<file path="config.mk">
export PLATFORM = sky130hd
export DESIGN_NAME = pipeline_hazard_ctrl
export DESIGN_NICKNAME = d
export VERILOG_FILES = /design/src/rtl/pipeline_hazard_ctrl_pkg.sv /design/src/rtl/pipeline_hazard_ctrl_load_use_detect.sv /design/src/rtl/pipeline_hazard_ctrl.sv
export SDC_FILE = /design/constraint.sdc
export NUM_CORES = 1
export LEC_CHECK = 0
export BUFFER_PORTS_ARGS = -buffer_cell sky130_fd_sc_hd__buf_4
export CAP_MARGIN = 20
export CORE_MARGIN = 2
export CORE_UTILIZATION = 41
export CTS_CLUSTER_DIAMETER = 40
export DETAILED_ROUTE_END_ITERATION = 7
export PLACE_DENSITY = 0.72
export SLEW_MARGIN = 10
export SYNTH_ARGS = -nofsm -noshare
export SYNTH_HDL_FRONTEND = slang
export SYNTH_SLANG_ARGS = --single-unit
</file>
<file path="constraint.sdc">
create_clock -name i_clk -period 4.55 [get_ports i_clk]
set_input_delay 0.91 -clock i_clk [delete_from_list [all_inputs] [get_ports i_clk]]
set_output_delay 0.91 -clock i_clk [all_outputs]
set_load 0.02 [all_outputs]
</file>
<file path="src/rtl/pipeline_hazard_ctrl_pkg.sv">
// Shared opcode constants, FSM state codes and decode helpers for the hazard controller.
// The state codes are visible to software through o_state, so their values are fixed.
package pipeline_hazard_ctrl_pkg;

  localparam logic [6:0] L_OP     = 7'b0000011;
  localparam logic [6:0] S_OP     = 7'b0100011;
  localparam logic [6:0] B_OP     = 7'b1100011;
  localparam logic [6:0] R_OP     = 7'b0110011;
  localparam logic [6:0] LUI_OP   = 7'b0110111;
  localparam logic [6:0] AUIPC_OP = 7'b0010111;
  localparam logic [6:0] JAL_OP   = 7'b1101111;
  localparam logic [6:0] SYS_OP   = 7'b1110011;

  typedef enum logic [2:0] {
    HZ_RUN       = 3'd0,
    HZ_FLUSH     = 3'd1,
    HZ_CSR_DRAIN = 3'd2,
    HZ_CSR_ISSUE = 3'd3,
    HZ_MEM_WAIT  = 3'd4
  } hz_state_e;

  // ECALL/EBREAK/MRET share SYS_OP with funct3==0 and need no serialisation.
  function automatic logic is_csr_op(input logic [6:0] opcode, input logic [2:0] funct3);
    return (opcode == SYS_OP) && (funct3 != 3'd0);
  endfunction

endpackage

</file>
<file path="src/rtl/pipeline_hazard_ctrl_load_use_detect.sv">
// Load-use hazard detection: a load in EX whose rd is a source of the instruction in decode.
// Purely combinational; x0 is never a hazard.
module load_use_detect
  import pipeline_hazard_ctrl_pkg::*;
(
  input  logic [6:0] id_opcode,
  input  logic [4:0] id_rs1_addr,
  input  logic [4:0] id_rs2_addr,
  input  logic [6:0] ex_opcode,
  input  logic [4:0] ex_rd_addr,
  output logic       hazard
);

  logic [1:0] src_used;
  logic [1:0] src_hit;
  logic [4:0] src_addr [2];

  // Only U-type and JAL ignore rs1; only R/S/B read rs2.
  assign src_used[0] = !((id_opcode == LUI_OP) || (id_opcode == AUIPC_OP) || (id_opcode == JAL_OP));
  assign src_used[1] = (id_opcode == R_OP) || (id_opcode == S_OP) || (id_opcode == B_OP);
  assign src_addr[0] = id_rs1_addr;
  assign src_addr[1] = id_rs2_addr;

  generate
    for (genvar gi = 0; gi < 2; gi++) begin : g_src
      assign src_hit[gi] = src_used[gi] && (src_addr[gi] == ex_rd_addr);
    end
  endgenerate

  assign hazard = (ex_opcode == L_OP) && (ex_rd_addr != 5'd0) && (|src_hit);

endmodule

</file>
<file path="src/rtl/pipeline_hazard_ctrl.sv">
// Stall/flush sequencer for the 5-stage pipeline: redirect flush window, CSR drain,
// data-memory freeze with state save/restore, and load-use bubbles.
module pipeline_hazard_ctrl
  import pipeline_hazard_ctrl_pkg::*;
#(
  parameter int unsigned FLUSH_CYCLES = 2,
  parameter int unsigned DRAIN_CYCLES = 3,
  parameter int unsigned CNT_W        = 2
) (
  input  logic       i_clk,
  input  logic       i_rst,
  input  logic [6:0] i_id_opcode,
  input  logic [2:0] i_id_funct3,
  input  logic [4:0] i_id_rs1_addr,
  input  logic [4:0] i_id_rs2_addr,
  input  logic [6:0] i_ex_opcode,
  input  logic [4:0] i_ex_rd_addr,
  input  logic       i_redirect,
  input  logic       i_trap,
  input  logic       i_mem_busy,
  output logic       o_pc_hold,
  output logic       o_if_hold,
  output logic       o_id_stall,
  output logic       o_id_flush,
  output logic       o_if_flush,
  output logic       o_ex_hold,
  output logic       o_csr_issue,
  output logic [2:0] o_state
);

  localparam logic [CNT_W-1:0] FLUSH_LOAD = (FLUSH_CYCLES > 1) ? CNT_W'(FLUSH_CYCLES - 2) : '0;
  localparam logic [CNT_W-1:0] DRAIN_LOAD = CNT_W'(DRAIN_CYCLES - 1);

  hz_state_e        state_reg, state_next;
  hz_state_e        saved_state_reg, saved_state_next;
  hz_state_e        eval_state;
  logic [CNT_W-1:0] cnt_reg, cnt_next;
  logic [CNT_W-1:0] saved_cnt_reg, saved_cnt_next;
  logic [CNT_W-1:0] eval_cnt;
  logic             load_use;
  logic             csr_detect;

  load_use_detect u_load_use (
    .id_opcode   (i_id_opcode),
    .id_rs1_addr (i_id_rs1_addr),
    .id_rs2_addr (i_id_rs2_addr),
    .ex_opcode   (i_ex_opcode),
    .ex_rd_addr  (i_ex_rd_addr),
    .hazard      (load_use)
  );

  assign csr_detect = is_csr_op(i_id_opcode, i_id_funct3);
  assign o_state    = state_reg;

  // The cycle memory completes is evaluated as the state the freeze interrupted.
  always_comb begin
    eval_state = state_reg;
    eval_cnt   = cnt_reg;
    if (state_reg == HZ_MEM_WAIT) begin
      eval_state = saved_state_reg;
      eval_cnt   = saved_cnt_reg;
    end
  end

  always_comb begin
    state_next       = state_reg;
    cnt_next         = cnt_reg;
    saved_state_next = saved_state_reg;
    saved_cnt_next   = saved_cnt_reg;
    o_pc_hold        = 1'b0;
    o_if_hold        = 1'b0;
    o_id_stall       = 1'b0;
    o_id_flush       = 1'b0;
    o_if_flush       = 1'b0;
    o_ex_hold        = 1'b0;
    o_csr_issue      = 1'b0;

    if (i_trap || i_redirect) begin
      o_id_flush = 1'b1;
      o_if_flush = 1'b1;
      if (FLUSH_CYCLES == 1) begin
        state_next = HZ_RUN;
        cnt_next   = '0;
      end else begin
        state_next = HZ_FLUSH;
        cnt_next   = FLUSH_LOAD;
      end
    end else if (i_mem_busy) begin
      o_pc_hold  = 1'b1;
      o_if_hold  = 1'b1;
      o_ex_hold  = 1'b1;
      state_next = HZ_MEM_WAIT;
      if (state_reg != HZ_MEM_WAIT) begin
        saved_state_next = state_reg;
        saved_cnt_next   = cnt_reg;
      end
    end else begin
      unique case (eval_state)
        HZ_FLUSH: begin
          o_id_flush = 1'b1;
          o_if_flush = 1'b1;
          if (eval_cnt == '0) begin
            state_next = HZ_RUN;
            cnt_next   = eval_cnt;
          end else begin
            state_next = HZ_FLUSH;
            cnt_next   = eval_cnt - CNT_W'(1);
          end
        end
        HZ_CSR_DRAIN: begin
          o_pc_hold  = 1'b1;
          o_if_hold  = 1'b1;
          o_id_stall = 1'b1;
          if (eval_cnt == '0) begin
            state_next = HZ_CSR_ISSUE;
            cnt_next   = eval_cnt;
          end else begin
            state_next = HZ_CSR_DRAIN;
            cnt_next   = eval_cnt - CNT_W'(1);
          end
        end
        HZ_CSR_ISSUE: begin
          o_csr_issue = 1'b1;
          state_next  = HZ_RUN;
          cnt_next    = eval_cnt;
        end
        HZ_RUN: begin
          state_next = HZ_RUN;
          cnt_next   = eval_cnt;
          // CSR wins over load-use: the drain bubbles also cover the load.
          if (csr_detect) begin
            o_pc_hold  = 1'b1;
            o_if_hold  = 1'b1;
            o_id_stall = 1'b1;
            state_next = HZ_CSR_DRAIN;
            cnt_next   = DRAIN_LOAD;
          end else if (load_use) begin
            o_pc_hold  = 1'b1;
            o_if_hold  = 1'b1;
            o_id_stall = 1'b1;
          end
        end
        default: begin
          state_next = HZ_RUN;
          cnt_next   = '0;
        end
      endcase
    end
  end

  always_ff @(posedge i_clk) begin
    if (i_rst) begin
      state_reg       <= HZ_RUN;
      cnt_reg         <= '0;
      saved_state_reg <= HZ_RUN;
      saved_cnt_reg   <= '0;
    end else begin
      state_reg       <= state_next;
      cnt_reg         <= cnt_next;
      saved_state_reg <= saved_state_next;
      saved_cnt_reg   <= saved_cnt_next;
    end
  end

endmodule
</file>
==> results of run 1 <==
-- layout make-up --
cell class / instances / area [sq um]
well taps: 27 / 33.8
repair buffers: 46 / 345
fillers: 188 / 733
flip-flops and latches: 10 / 200
clock buffers: 4 / 36.3
multi-input cells: 94 / 566
inverters: 2 / 7.51
-- power groups by stage --
| stage | sequential, mW | clock [mW] | combinational, mW |
|---|---|---|---|
| floorplan | 0.0931 | 0 | 0.0282 |
| global route | 0.0926 | 0.0884 | 0.0674 |
| finish | 0.0923 | 0.0794 | 0.0611 |
| detailed placement | 0.0942 | 0 | 0.0613 |
| CTS | 0.0922 | 0.0811 | 0.0615 |
| global placement | 0.0941 | 0 | 0.0602 |
-- tightest hold or removal path: stages, from the launching register on --
cell and delay, ns:
dfxtp_1 0.31, nand2_1 0.05, a21oi_1 0.05
-- routing by layer --
metal | GRT usage, % | vias to the layer above
met5 | 0 | -
met4 | 5.71 | 0
li1 | - | 496
met2 | 38.6 | 38
met1 | 21.8 | 440
met3 | 6.48 | 0
-- logic make-up after synthesis --
logic type	synth area share, %
xor+xnor	11.7
buf+inv	6.71
flops	24.4
compound gates	17.7
mux	2.44
simple gates	37.0
-- per-stage QoR --
| stage | std cells | setup WS, ns |
|---|---|---|
| final | 183 | 1.39 |
| after floorplan | 112 | 1.32 |
| after global routing | 183 | 1.21 |
| after CTS | 183 | 1.36 |
| after global placement | 179 | 1.39 |
| after detailed placement | 179 | 1.36 |
-- worst paths after layout --
path	endpoint	slack, ns	cells past startpoint
worst min register to register	saved_cnt_reg[1]	0.46	2
worst min-delay path	saved_cnt_reg[1]	0.46	2
worst max register to register	o_state[0]	2.62	5
worst max-delay path	o_if_hold	1.39	7
-- layout by cell type, fill, tap and decap left out --
cell type,n
nor2_1,15
mux2i_1,2
nor4_1,3
or3_1,1
a211o_1,1
xnor2_1,3
a31oi_1,2
o21ai_0,2
or3_2,1
or2_1,1
nor3b_1,1
nand2_1,15
nand2b_1,2
nand3_1,4
nand4_1,3
a21oi_1,7
o2111ai_1,1
or4_1,1
and3_1,1
nor3b_2,1
a2bb2oi_1,1
inv_1,2
buf_4,46
nor4_2,1
o21ai_1,1
o31ai_1,1
a22o_1,1
and4b_1,1
clkbuf_8,1
clkbuf_4,3
a22oi_1,3
nand3b_1,2
o311ai_0,1
xor2_1,8
o31a_1,1
dfxtp_1,10
nor3_1,6
==> metrics.md, run 1 <==
| Metric | Value |
|---|---|
| Outcome | complete, no violations |
| Critical path class | primary input to primary output |
| RSZ-0062 raised after global routing | false |
| Dominant cells by area after synthesis | dfxtp_1, xor2_1, nand2_1 |
| # hold bufs at CTS | 0 |
| DP HPWL | 1870 um |
| Initial antenna violation count | 0 |
| Vias in the first global route | 951 |
| Slew margin rel. | 54.1% |
| Core Area | 0.00192 sq mm |
| Cell variety after synth | 37 |
| # Post-CTS Setup Buffers | 0 |
| DR top layer | met3 |
| FMAX | 317 MHz |
| CTS Buf Count | 3 |
| Synth Instances | 112 |
| Routed WL per cell | 12.3 um |
| Area post-placement | 0.00115 sq mm |
| Setup Viol. Count Final | 0 |
| Final nets | 194 |
| Final Util | 61.8% |
| Final Max Slew Viols | 0 |
| Sw Pwr | 60.8 uW |
| CP Capture Type | primary output |
| Tmin final | 3.16 ns |
| EDFF count, synth | 0 |
| Die Wd | 48.7 um |
| Clock Tree Buf Depth | 2 |
| Post-layout instance area | 0.00119 sq mm |
| Total wire length | 2260 um |
| WP buf/inv | 2 |
| Final RePlAce weighted congestion | 0.843 |
| Worst-path fanout max | 3 |
| Min-Delay Path Class | flop to flop |
| H-tree levels | 1 |
| WP data required | 3.64 ns |
| Leakage power | 0.514 nW |
| Worst vdd ir | 0.000134 V |
| Residual DRC | 0 |
| Switching part of the total | 26.1% |
| Slowest cell on crit path | a211o_1 |
| Share of total power in combinational logic | 26.3% |
| Min-delay src | saved_cnt_reg[1] |
| Tot GR Track Use | 20.6% |
| Routed length on met2 | 1190 um |
| Top cells by count, synth | nand2_1, nor2_1, dfxtp_1 |
| Antenna diodes | 0 |
| Vias per inst | 5.32 |
| Most frequent CP cell | buf_4 |
| Cell Int Power | 172 uW |
| CP Launch Point | i_ex_rd_addr[0] |
| Yosys top cell by area | dfxtp_1 |
| Top_reg_cell synth | dfxtp_1 |
| Final Skew | 0.00278 ns |
| Port Buf Inserts | 46 |
| Worst slew pin tran | 0.683 ns |
| Register area share after synthesis | 24.4% |
| Tcrit/Tclk final | 69.4% |
| Top-area cell type share of the netlist area | 24.4% |
| Total gr overflow | 0 |
| Cell Pwr Density | 196 mW/mm^2 |
| First-pass GRT wire length | 3860 um |
| Final hold violation count | 0 |
| Design Power | 233 uW |
| Synth Cell Area | 821 sq um |
| CP arrival | 2.25 ns |
| I/O Pins | 47 |
| Crit start category | primary input |
| Area of the die | 0.00238 sq mm |
| Post_cts resized | 0 |
| Worst-path cell chain | buf_4 > xor2_1 > nor4_1 > nand3_1 > a211o_1 > a21oi_1 > buf_4 |
| Clk_lat worst skew | 0.27 ns |
| Largest net degree at the start of global routing | 11 |
| Syn_nets | 149 |
| Max Cap Viol | 0 |
| CTS root buffer | clkbuf_4 |
| Layout area overhead | 44.8% |
| Vias | 974 |
| Drt first pass iters | 4 |
| DRT met1 WL | 921 um |
| Num Clock Sinks | 10 |
| Yosys synthesis warning count | 0 |
| Rows | 16 |
| Seq cells post-synth | 10 |
| Die height | 48.7 um |
| Clock-pin slew on the worst setup and hold paths | 0.07 ns |
| CTS tree | yes |
| Routed Antenna Nets | 0 |
| Share of cells above drive strength 1 | 34.0% |
| Crit Reg-Reg Startpoint | o_state[2] |
| Min Hold Slack | 0.462 ns |
| Critical path's top delay family | compound AO/OA/AOI/OAI gates |
| Sequential power share | 39.6% |
| Setup tns final | 0 ns |
| Syn_area_per_cell | 7.33 sq um |
| Metal3 WL | 145 um |
| Slowest Stage Delay on Critical Path | 0.32 ns |
| Initial core utilization | 42.7% |
| DR iter-0 viols | 19 |
| Async set-reset flop share out of synthesis | 0% |
| Clk pwr share | 34.1% |
Note: power is estimated with default switching activity, not from simulation.
==> inputs of run 2 (changes only) <==
--- a/config.mk
+++ b/config.mk
@@ -5,10 +5,11 @@
 export SDC_FILE = /design/constraint.sdc
 export NUM_CORES = 1
 export LEC_CHECK = 0
+export ABC_AREA = 1
 export BUFFER_PORTS_ARGS = -buffer_cell sky130_fd_sc_hd__buf_4
 export CAP_MARGIN = 20
 export CORE_MARGIN = 2
-export CORE_UTILIZATION = 41
+export CORE_UTILIZATION = 40
 export CTS_CLUSTER_DIAMETER = 40
 export DETAILED_ROUTE_END_ITERATION = 7
 export PLACE_DENSITY = 0.72
==> constraint.sdc (replaced) <==
create_clock -name i_clk -period 2.7 [get_ports i_clk]
set_input_delay 0.54 -clock i_clk [delete_from_list [all_inputs] [get_ports i_clk]]
set_output_delay 0.54 -clock i_clk [all_outputs]
set_load 0.02 [all_outputs]
==> metrics.md, run 2 <==
| Metric | Value |
|---|---|
| Outcome | complete, no violations |
| Worst-path fanout max | 3 |
| Top cells by count, synth | nand2_1, inv_1, nand3_1, nor2_1, dfxtp_1 |
| Max Cap Viol | 0 |
| Initial core utilization | 41.9% |
| Seq cells post-synth | 10 |
| Register area share after synthesis | 22.0% |
| Met3 GRT Util | 3.74% |
| Top-count cell post-synth | nand2_1 |
| Tcrit/Tclk final | 79.7% |
| Critical path's top delay family | simple AND/OR/NAND/NOR gates |
| Dominant cells by area after synthesis | dfxtp_1, nand2_1, nand3_1 |
| Setup tns final | 0 ns |
| Setup Viol. Count Final | 0 |
| Post-layout instance area | 0.00130 sq mm |
| Final RePlAce weighted congestion | 0.783 |
| Yosys top cell by area | dfxtp_1 |
| Antenna diodes | 0 |
| Core Area | 0.00217 sq mm |
| Worst slew pin tran | 0.259 ns |
| # Post-CTS Setup Buffers | 0 |
| Clock Tree Buf Depth | 2 |
| Worst vdd ir | 0.000244 V |
| Cell variety after synth | 23 |
| Top_reg_cell synth | dfxtp_1 |
| Total wire length | 2380 um |
| Syn_area_per_cell | 6.06 sq um |
| Area post-placement | 0.00127 sq mm |
| First-pass GRT wire length | 4070 um |
| CTS Buf Count | 3 |
| FMAX | 465 MHz |
| CP arrival | 1.61 ns |
| Initial antenna violation count | 0 |
| Clk_lat worst skew | 0.26 ns |
| Synth Instances | 150 |
| I/O Pins | 47 |
| Worst-path cell chain | buf_4 > inv_1 > nand2_1 > nor2_1 > nand2_1 > nor2_1 > nand3_1 > nand2_1 > nand2_1 > nand2_1 > nand2_2 > nand2_1 > buf_4 |
| Most frequent CP cell | nand2_1 |
| Final Max Slew Viols | 0 |
| Fill count | 235 |
| Footprint of the multi-input gates | 601 sq um |
| DP HPWL | 2090 um |
| Cell Pwr Density | 291 mW/mm^2 |
| Final Skew | 0.00147 ns |
| Num Clock Sinks | 10 |
| Critical path class | primary input to primary output |
| H-tree levels | 1 |
| Layout area overhead | 42.7% |
| Tmin final | 2.15 ns |
| Die height | 51.7 um |
| Vias in the first global route | 995 |
| Clock-pin slew on the worst setup and hold paths | 0.06 ns |
| Slowest Stage Delay on Critical Path | 0.15 ns |
| Slowest cell on crit path | nor2_1 |
| Async set-reset flop share out of synthesis | 0% |
| Global routing met2 resource utilization | 35.3% |
| Area of the die | 0.00267 sq mm |
| GR Util met1 | 23.5% |
| Commonest non-fill, non-tap cell in the layout | buf_4 |
| Final hold violation count | 0 |
| Slew margin rel. | 82.7% |
| DR iter-0 viols | 15 |
| Residual DRC | 0 |
| Drt first pass iters | 4 |
| Crit start category | primary input |
| Routed WL per cell | 10.6 um |
| WP data required | 2.16 ns |
| Yosys synthesis warning count | 0 |
| Post_cts resized | 0 |
| RSZ-0062 raised after global routing | false |
| Syn_nets | 187 |
| Final nets | 236 |
| Min-Delay Path Class | flop to flop |
| Rows | 17 |
| CTS root buffer | clkbuf_4 |
| Top-area cell type share of the netlist area | 22.0% |
| Synth Cell Area | 908 sq um |
| Leakage power | 0.680 nW |
| Port Buf Inserts | 46 |
| Commonest non-fill, non-tap cells in the layout | buf_4, nand2_1, inv_1, nand3_1, nor2_1 |
| Routed Antenna Nets | 0 |
| Tot GR Track Use | 19.4% |
| # hold bufs at CTS | 0 |
| Largest net degree at the start of global routing | 8 |
| Die Wd | 51.7 um |
| Gr busiest metal | met2 |
| Total gr overflow | 0 |
| CP Capture Type | primary output |
| CTS tree | yes |
| Share of cells above drive strength 1 | 37.6% |
| Vias per inst | 4.67 |
| FF/Latch Area | 200 sq um |
| Vias | 1051 |
| EDFF count, synth | 0 |
| WP buf/inv | 3 |
## run 2: cells by family (layout without fill, tap and decap cells)
logic type | count (synthesis) | count (layout) | synth area share, %
simple gates | 95 | 95 | 52.3
buf+inv | 26 | 73 | 11.8
compound gates | 14 | 14 | 8.95
flops | 10 | 10 | 22.0
xor+xnor | 5 | 5 | 4.82
## run 2: worst min-delay path: stages (launching register included)
cell,delay (ns)
dfxtp_1,0.29
inv_1,0.06
a21oi_1,0.06
## run 2: area by class of cell
class,instances,area share [%]
repair buffers,46,26.6
flip-flops and latches,10,15.4
clock buffers,3,1.74
well taps,28,2.70
multi-input cells,114,46.3
inverters,24,7.14
## run 2: report_power, final
group          switching (mW)  internal (mW)  total [mW]  leakage, nW
registers             0.00287          0.150       0.153       0.0811
logic                  0.0613         0.0621       0.123        0.585
clock network          0.0491         0.0515       0.101       0.0138
total                   0.113          0.264       0.377        0.680
## run 2: worst paths after layout
path / from / cells after the start / to / slack [ns]
max: i_id_opcode[2] / 13 / o_if_hold / 0.55
max reg2reg: o_state[2] / 5 / o_state[0] / 1.38
min reg2reg: saved_state_reg[2] / 2 / saved_state_reg[2] / 0.46
min: saved_state_reg[2] / 2 / saved_state_reg[2] / 0.46
## run 2: metrics by stage
| stage | setup WS, ns | std cells | hold WS [ns] | utilization, % | total power [mW] |
|---|---|---|---|---|---|
| 2_1_floorplan | 0.621 | 150 | 0.429 | - | 0.217 |
| 3_3_place_gp | 0.575 | 222 | 0.448 | 58.7 | 0.278 |
| 3_5_place_dp | 0.531 | 222 | 0.453 | 58.7 | 0.281 |
| 4_1_cts | 0.532 | 225 | 0.461 | 59.7 | 0.380 |
| 5_1_grt | 0.377 | 225 | 0.487 | 59.7 | 0.396 |
| 6_report | 0.548 | 225 | 0.461 | 59.7 | 0.377 |
## run 2: routing by layer
| metal | part of all wire, % | vias to the layer above |
|---|---|---|
| met3 | 5.7 | 4 |
| li1 | - | 562 |
| met5 | 0 | - |
| met4 | 1.0 | 0 |
| met1 | 43 | 459 |
| met2 | 50 | 26 |
